## src/rtl/alu_ctrl_seq_if.sv

```systemverilog
// Decode-to-ALU-control handshake bundle: instruction in, registered ALU operation out.
interface alu_ctrl_seq_if #(
   parameter int OP_W = 5,
   parameter int FN_W = 5
);
   logic            in_valid;
   logic            in_ready;
   logic [OP_W-1:0] opcode;
   logic [FN_W-1:0] funct;
   logic            flush;
   logic            op_valid;
   logic [FN_W-1:0] operation;
   logic            op_multi;
   logic            op_last;
   logic            illegal;

   modport master (
      output in_valid, opcode, funct, flush,
      input  in_ready, op_valid, operation, op_multi, op_last, illegal
   );

   modport slave (
      input  in_valid, opcode, funct, flush,
      output in_ready, op_valid, operation, op_multi, op_last, illegal
   );
endinterface

```

## src/rtl/alu_ctrl_seq.sv

```systemverilog
// Registered ALU-control decoder with valid/ready issue and multi-cycle op sequencing.
// Optional illegal-opcode trap enabled by defining ALU_CTRL_ILLEGAL_TRAP_EN.
module alu_ctrl_seq #(
   parameter int              OP_W       = 5,
   parameter int              FN_W       = 5,
   parameter logic [OP_W-1:0] OPC_ART    = OP_W'(0),
   parameter logic [OP_W-1:0] OPC_LOG    = OP_W'(1),
   parameter logic [OP_W-1:0] OPC_CRY    = OP_W'(2),
   parameter logic [OP_W-1:0] OPC_IMM    = OP_W'(3),
   parameter logic [FN_W-1:0] IMMED_CODE = FN_W'(31),
   parameter logic [FN_W-1:0] MC_FN_LO   = FN_W'(24),
   parameter logic [FN_W-1:0] MC_FN_HI   = FN_W'(30),
   parameter int              MC_LAT     = 4
) (
   input logic          clk,
   input logic          rst,
   alu_ctrl_seq_if.slave bus
);

   localparam logic [3:0] LAST = 4'(MC_LAT - 1);

   typedef enum logic [1:0] {IDLE, SINGLE, MULTI} state_t;

   state_t          state;
   logic [3:0]      cnt;
   logic            vld, multi, last, rdy, ill;
   logic [FN_W-1:0] op;

   logic [FN_W-1:0] dec_op;
   logic            dec_mc, known, unk, acc;
   logic [3:0]      cnt_nx;

   always_comb begin
      dec_op = '0;
      known  = 1'b1;
      if (bus.opcode == OPC_ART || bus.opcode == OPC_LOG || bus.opcode == OPC_CRY)
         dec_op = bus.funct;
      else if (bus.opcode == OPC_IMM)
         dec_op = IMMED_CODE;
      else
         known = 1'b0;
   end

   // An inverted window (LO > HI) can never match, so nothing goes multi-cycle.
   assign dec_mc = (bus.opcode == OPC_ART) && (bus.funct >= MC_FN_LO) && (bus.funct <= MC_FN_HI);

`ifdef ALU_CTRL_ILLEGAL_TRAP_EN
   assign unk = !known;
`else
   assign unk = 1'b0 & known;
`endif

   assign acc    = bus.in_valid && rdy;
   assign cnt_nx = cnt + 4'd1;

   always_ff @(posedge clk) begin
      if (rst) begin
         state <= IDLE;
         cnt   <= '0;
         vld   <= 1'b0;
         op    <= '0;
         multi <= 1'b0;
         last  <= 1'b0;
         rdy   <= 1'b1;
         ill   <= 1'b0;
      end else if (bus.flush) begin
         state <= IDLE;
         cnt   <= '0;
         vld   <= 1'b0;
         multi <= 1'b0;
         last  <= 1'b0;
         rdy   <= 1'b1;
         ill   <= 1'b0;
      end else if (acc) begin
         // MC_LAT >= 2, so a multi-cycle op always blocks issue on its first cycle.
         state <= dec_mc ? MULTI : SINGLE;
         cnt   <= '0;
         vld   <= 1'b1;
         op    <= dec_op;
         multi <= dec_mc;
         last  <= !dec_mc;
         rdy   <= !dec_mc;
         ill   <= unk;
      end else if (state == MULTI && cnt != LAST) begin
         cnt  <= cnt_nx;
         last <= (cnt_nx == LAST);
         rdy  <= (cnt_nx == LAST);
      end else begin
         state <= IDLE;
         cnt   <= '0;
         vld   <= 1'b0;
         multi <= 1'b0;
         last  <= 1'b0;
         rdy   <= 1'b1;
         ill   <= 1'b0;
      end
   end

   assign bus.in_ready  = rdy;
   assign bus.op_valid  = vld;
   assign bus.operation = op;
   assign bus.op_multi  = multi;
   assign bus.op_last   = last;
   assign bus.illegal   = ill;

endmodule

```

## src/flat_wrapper.sv

```systemverilog
// flat-port wrapper written by rule: the top's interface ports become plain ports
module alu_ctrl_seq_flat 
#(
   parameter int              OP_W       = 5,
   parameter int              FN_W       = 5,
   parameter logic [OP_W-1:0] OPC_ART    = OP_W'(0),
   parameter logic [OP_W-1:0] OPC_LOG    = OP_W'(1),
   parameter logic [OP_W-1:0] OPC_CRY    = OP_W'(2),
   parameter logic [OP_W-1:0] OPC_IMM    = OP_W'(3),
   parameter logic [FN_W-1:0] IMMED_CODE = FN_W'(31),
   parameter logic [FN_W-1:0] MC_FN_LO   = FN_W'(24),
   parameter logic [FN_W-1:0] MC_FN_HI   = FN_W'(30),
   parameter int              MC_LAT     = 4
)
  (clk, rst, bus_in_valid, bus_opcode, bus_funct, bus_flush, bus_in_ready, bus_op_valid, bus_operation, bus_op_multi, bus_op_last, bus_illegal);
  alu_ctrl_seq_if #(.OP_W(OP_W), .FN_W(FN_W)) bus_i ();
  input logic clk;
  input logic rst;
  input wire logic [$bits(bus_i.in_valid)-1:0] bus_in_valid;
  input wire logic [$bits(bus_i.opcode)-1:0] bus_opcode;
  input wire logic [$bits(bus_i.funct)-1:0] bus_funct;
  input wire logic [$bits(bus_i.flush)-1:0] bus_flush;
  output wire logic [$bits(bus_i.in_ready)-1:0] bus_in_ready;
  output wire logic [$bits(bus_i.op_valid)-1:0] bus_op_valid;
  output wire logic [$bits(bus_i.operation)-1:0] bus_operation;
  output wire logic [$bits(bus_i.op_multi)-1:0] bus_op_multi;
  output wire logic [$bits(bus_i.op_last)-1:0] bus_op_last;
  output wire logic [$bits(bus_i.illegal)-1:0] bus_illegal;
  assign bus_i.in_valid = bus_in_valid;
  assign bus_i.opcode = bus_opcode;
  assign bus_i.funct = bus_funct;
  assign bus_i.flush = bus_flush;
  assign bus_in_ready = bus_i.in_ready;
  assign bus_op_valid = bus_i.op_valid;
  assign bus_operation = bus_i.operation;
  assign bus_op_multi = bus_i.op_multi;
  assign bus_op_last = bus_i.op_last;
  assign bus_illegal = bus_i.illegal;
  alu_ctrl_seq #(.OP_W(OP_W), .FN_W(FN_W), .OPC_ART(OPC_ART), .OPC_LOG(OPC_LOG), .OPC_CRY(OPC_CRY), .OPC_IMM(OPC_IMM), .IMMED_CODE(IMMED_CODE), .MC_FN_LO(MC_FN_LO), .MC_FN_HI(MC_FN_HI), .MC_LAT(MC_LAT)) u_core (.clk(clk), .rst(rst), .bus(bus_i));
endmodule
```

## config.mk

```make
export PLATFORM = sky130hd
export DESIGN_NAME = alu_ctrl_seq_flat
export DESIGN_NICKNAME = d
export VERILOG_FILES = /design/src/rtl/alu_ctrl_seq_if.sv /design/src/rtl/alu_ctrl_seq.sv /design/src/flat_wrapper.sv
export SDC_FILE = /design/constraint.sdc
export NUM_CORES = 1
export LEC_CHECK = 0
export CAP_MARGIN = 25
export CORE_MARGIN = 4
export CORE_UTILIZATION = 44
export CTS_CLUSTER_DIAMETER = 200
export DETAILED_ROUTE_END_ITERATION = 16
export GPL_ROUTABILITY_DRIVEN = 0
export HOLD_SLACK_MARGIN = 0.12
export PLACE_DENSITY_LB_ADDON = 0.12
export SETUP_SLACK_MARGIN = 0.05
export SYNTH_ARGS = -nofsm -noshare
export SYNTH_HDL_FRONTEND = slang
export SYNTH_SLANG_ARGS = --single-unit
```

## constraint.sdc

```tcl
create_clock -name clk -period 2.38 [get_ports clk]
set_input_delay 0.476 -clock clk [delete_from_list [all_inputs] [get_ports clk]]
set_output_delay 0.476 -clock clk [all_outputs]
set_load 0.005 [all_outputs]
```

Word-level counts from Yosys, hierarchy flattened
Index checks and enable logic that the tools add are counted.
{ "classes": {"addsub": 1, "n_lt_le_gt_ge": 2, "n_eq_ne": 7, "muxes": 12, "bitwise_logic": 2, "reduce_logical": 11} }
{ "op_table": {"columns": ["cell", "n"], "rows": [
  ["5-bit by 2-bit == test with 1-bit output, second input constant", 2],
  ["5-bit two-way mux", 2],
  ["1-bit two-way mux", 7],
  ["2-bit two-way mux", 3],
  ["5-bit by 1-bit == test with 1-bit output, second input constant", 1],
  ["5-bit greater-or-equal comparator, second input constant", 1],
  ["5-bit <= comparator, second input constant", 1],
  ["5-bit zero test", 1],
  ["4-bit by 1-bit adder with 4-bit output, second input constant", 1],
  ["4-bit by 2-bit == test with 1-bit output, second input constant", 1],
  ["1-bit logical AND", 4],
  ["4-bit by 2-bit inequality test with 1-bit output, second input constant", 1],
  ["4-bit OR reduction", 1],
  ["2-bit == test, second input constant", 1],
  ["1-bit logical OR", 2],
  ["2-bit by 1-bit inequality test with 1-bit output, second input constant", 1],
  ["1-bit inverter", 2],
  ["2-bit AND reduction", 1],
  ["2-bit OR reduction", 1],
  ["1-bit zero test", 1]
]} }
{ "word_totals": {"register_bits": 15, "in_bits": 14, "output_inout_bits": 10, "elab_cells": 42} }

Depth between registers and ports, before layout
{ "depth": {"depth_word": 5, "depth_mapped": 5, "depth_no_buf": 5} }

Worst setup path before layout
OpenSTA, ideal clock, no wires.
{ "synth_path": {"path_type": "in2reg", "from": "in bus_opcode[4]", "to": "reg u_core.last (netlist: u_core.bus.op_last)", "setup_time_ps": 119, "arrival_time_ps": 1592, "t_required_ps": 2261, "path_slack_ps": 669, "stages": 5, "path_buffers": 1, "cell_sequence": "or3_1 buf_2 a311o_1 and2_4 o21bai_1"} }
{ "synth_via": {"elab_chain_cells": 5} }
{ "synth_lines": {"columns": ["item", "line_no", "source"], "rows": [
  ["from (decl)", "flat_wrapper.sv:20", "input wire logic [$bits(bus_i.opcode)-1:0] bus_opcode;"],
  ["5-bit zero test", "alu_ctrl_seq.sv:45", "assign dec_mc = (bus.opcode == OPC_ART) && (bus.funct >= MC_FN_LO) && (bus.funct <= MC_FN_HI);"],
  ["1-bit logical AND (2 in series)", "alu_ctrl_seq.sv:45", null],
  ["1-bit zero test", "alu_ctrl_seq.sv:81", "last <= !dec_mc;"],
  ["1-bit two-way mux", "alu_ctrl_seq.sv:74", "end else if (acc) begin"],
  ["to (signal assigned)", "alu_ctrl_seq.sv:81", null],
  ["to (signal assigned)", "alu_ctrl_seq.sv:86", "last <= (cnt_nx == LAST);"],
  ["to (decl)", "alu_ctrl_seq.sv:26", "logic vld, multi, last, rdy, ill;"]
]} }
Every way passes these cells.
A chain may end at the register's enable or synchronous reset.

Worst setup path after layout
Same ends and word-level chain as after synthesis.

==> impl_results.md <==
- Nets: 114
- Die ar.: 0.00208 sq mm
- Slowest-stage cell, CP: or3_1
- Via count: 586
- Comb pwr share: 11.7%
- Power Density: 480 mW/mm^2
- Static Leak: 0.321 nW
- Most frequent cells in the layout: 22 x clkdlybuf4s50_1, 14 x dfxtp_1, 13 x a21oi_1
- Outcome: completed
- Post-CTS Setup Bufs: 0
- Tcrit/Tclk final: 77.9%
- Post-synth EDFFs: 0
- CP Class: in -> reg
- Sw Share: 22.3%
- Max Clk Rate: 540 MHz
- Syn Area/Cell: 8.50 sq um
- GRT Resource Usage Total: 16.1%
- Cells after Synth: 73
- Highest routed metal layer: met4
- Layout Skew: 0.00616 ns
- Layout cells sized above 1: 6.25%
- Cts bufs inserted: 3
- Max-slew violations: 0
- Die height: 45.6 um
- Drt wl/cell: 12.9 um
- CTS tree: built
- Cell internal pwr: 0.000326 W
- Vias in the first global route: 578
- Clock transition at the registers of the reported paths: 0.08 ns
- Max Cap Violations: 0
- Count of final setup violators: 0
- Synthesized flop and latch total: 14
- Met3 wire length: 120 um
- Register share of total power: 56.9%
- Die Wd: 45.6 um
- Post-route ant nets: 0
- Critical path required time: 2.55 ns
- Vias per cell: 5.28
- Worst-skew pair later-pin latency: 0.28 ns
- Most common cell after layout, fill and taps aside: clkdlybuf4s50_1
- Routed wire length: 1430 um
- Resized cells post-CTS: 0
- Final setup TNS: 0 ns
- Cells along the critical path: clkdlybuf4s50_1 -> or3_1 -> a311o_1 -> and2_4 -> o21bai_1
- First-pass GRT wire length: 2350 um
- Net Sw Power: 0.0000936 W
- Clock power frac: 31.5%
- Root Driver: clkbuf_4
- Initial Util: 47.1%
- Antenna diode count: 0
- Largest net degree at the start of global routing: 11
- Sequential area share after synthesis: 45.2%
- # IOs: 24
- Crit path largest cell delay: 0.46 ns
- Post-Syn Area: 621 sq um
- Count of input and output buffers: 22
- DRC viols: 0
- Area after DPL: 851 sq um
- Row cnt: 13
- Hold Vio Cnt, Final: 0
- Worst Path Arrival: 2.02 ns
- Initial antenna violation count: 0
- Area grow syn2layout: 40.7%
- Worst setup EP type: flop
- Critical path fanouts, max: 6
- Clock Path Buffers: 2
- Peak VDD IR: 0.375 mV
- Syn Nets: 89
- DP Wirelength: 1100 um
- Ys flop type: dfxtp_1
- Async SR Flop Fraction: 0%
- Synth warnings: 0
- Tmin final: 1.85 ns
- Cts hold-fix bufs: 0
- HP Class: reg -> reg
- Initial DRC count: 6
- Remaining Overflow, GRT: 0
- RSZ-0062 raised after global routing: false
- Finished Cell Area: 873 sq um
- Core area: 0.00132 sq mm
- Unique masters post-synth: 26
- Htree depth: 1
- Routed met2 length: 622 um
- TritonCTS Sinks: 14
- DR pass1 iterations: 3
- Startpoint types: primary input
- DRT met1 WL: 647 um
- Final core utilization: 66.3%
==> power by group through the flow <==
| stage | clock (W) | sequential, W | combinational, W |
|---|---|---|---|
| after global routing | 0.000149 | 0.000239 | 0.0000534 |
| final | 0.000132 | 0.000239 | 0.0000490 |
| after floorplan | 0 | 0.000244 | 0.0000162 |
| after global placement | 0 | 0.000244 | 0.0000480 |
| after CTS | 0.000136 | 0.000239 | 0.0000492 |
| after detailed placement | 0 | 0.000244 | 0.0000486 |
==> flip-flops by register name, summed over array words and instances, names as in the netlist <==
register              cells
u_core.bus.operation      5
u_core.cnt                4
u_core.bus.in_ready       1
u_core.bus.op_last        1
u_core.bus.op_multi       1
u_core.bus.op_valid       1
u_core.state              1
==> area by class of cell <==
class,count,area (sq um)
fillers,123,444
multi-input cells,54,317
flip-flops and latches,14,280
repair buffers,23,228
clock buffers,3,22.5
well taps,15,18.8
inverters,2,7.51
==> synthesized netlist by cell type, types with 2 or more instances <==
| cell type | instances | area, sq um |
|---|---|---|
| a21oi_1 | 13 | 65.1 |
| dfxtp_1 | 14 | 280 |
| ha_1 | 2 | 25.0 |
| inv_1 | 2 | 7.51 |
| nand2_1 | 3 | 11.3 |
| nand2b_1 | 2 | 12.5 |
| nand3_1 | 2 | 10.0 |
| nor2_1 | 11 | 41.3 |
| nor3_1 | 6 | 30.0 |
| or2_1 | 2 | 12.5 |
==> layer usage <==
layer | global-route usage [%] | vias up
met4 | 13.5 | 0
met1 | 18.6 | 256
met3 | 3.56 | 5
li1 | - | 305
met5 | 0 | -
met2 | 24.8 | 20
==> critical path, delay by kind of cell <==
| kind | cells | cell delay, ns |
|---|---|---|
| AOI/OAI and AO/OA | 2 | 0.53 |
| buffers and inverters | 1 | 0.39 |
| and+or+nand+nor | 2 | 0.63 |
==> cell families after synthesis <==
logic type,share of synthesized area (%)
compound gates,16.1
simple gates,28.8
other cells,0.604
fa+ha+maj,4.03
buf+inv,3.83
xor+xnor,1.41
flops,45.2
==> stage by stage <==
step / cells / hold slack, ns / total power [W] / worst slack, ns
floorplan: 73 / 0.441 / 0.000260 / 0.669
global placement: 108 / 0.441 / 0.000292 / 0.264
CTS: 111 / 0.465 / 0.000424 / 0.537
detailed placement: 108 / 0.443 / 0.000293 / 0.230
global route: 111 / 0.505 / 0.000441 / 0.501
finish: 111 / 0.461 / 0.000420 / 0.527
==> path summary, 6_finish.rpt <==
| kind | startpoint | to | slack, ns | depth (start not counted) |
|---|---|---|---|---|
| setup / recovery | bus_opcode[4] | u_core.bus.op_last | 0.53 | 5 |
| hold / removal | u_core.bus.op_valid | u_core.bus.op_valid | 0.46 | 1 |
| setup reg to reg | u_core.cnt[0] | u_core.bus.in_ready | 1.04 | 5 |
| hold reg to reg | u_core.bus.op_valid | u_core.bus.op_valid | 0.46 | 1 |
No activity file was read; power rests on OpenSTA's default activity.
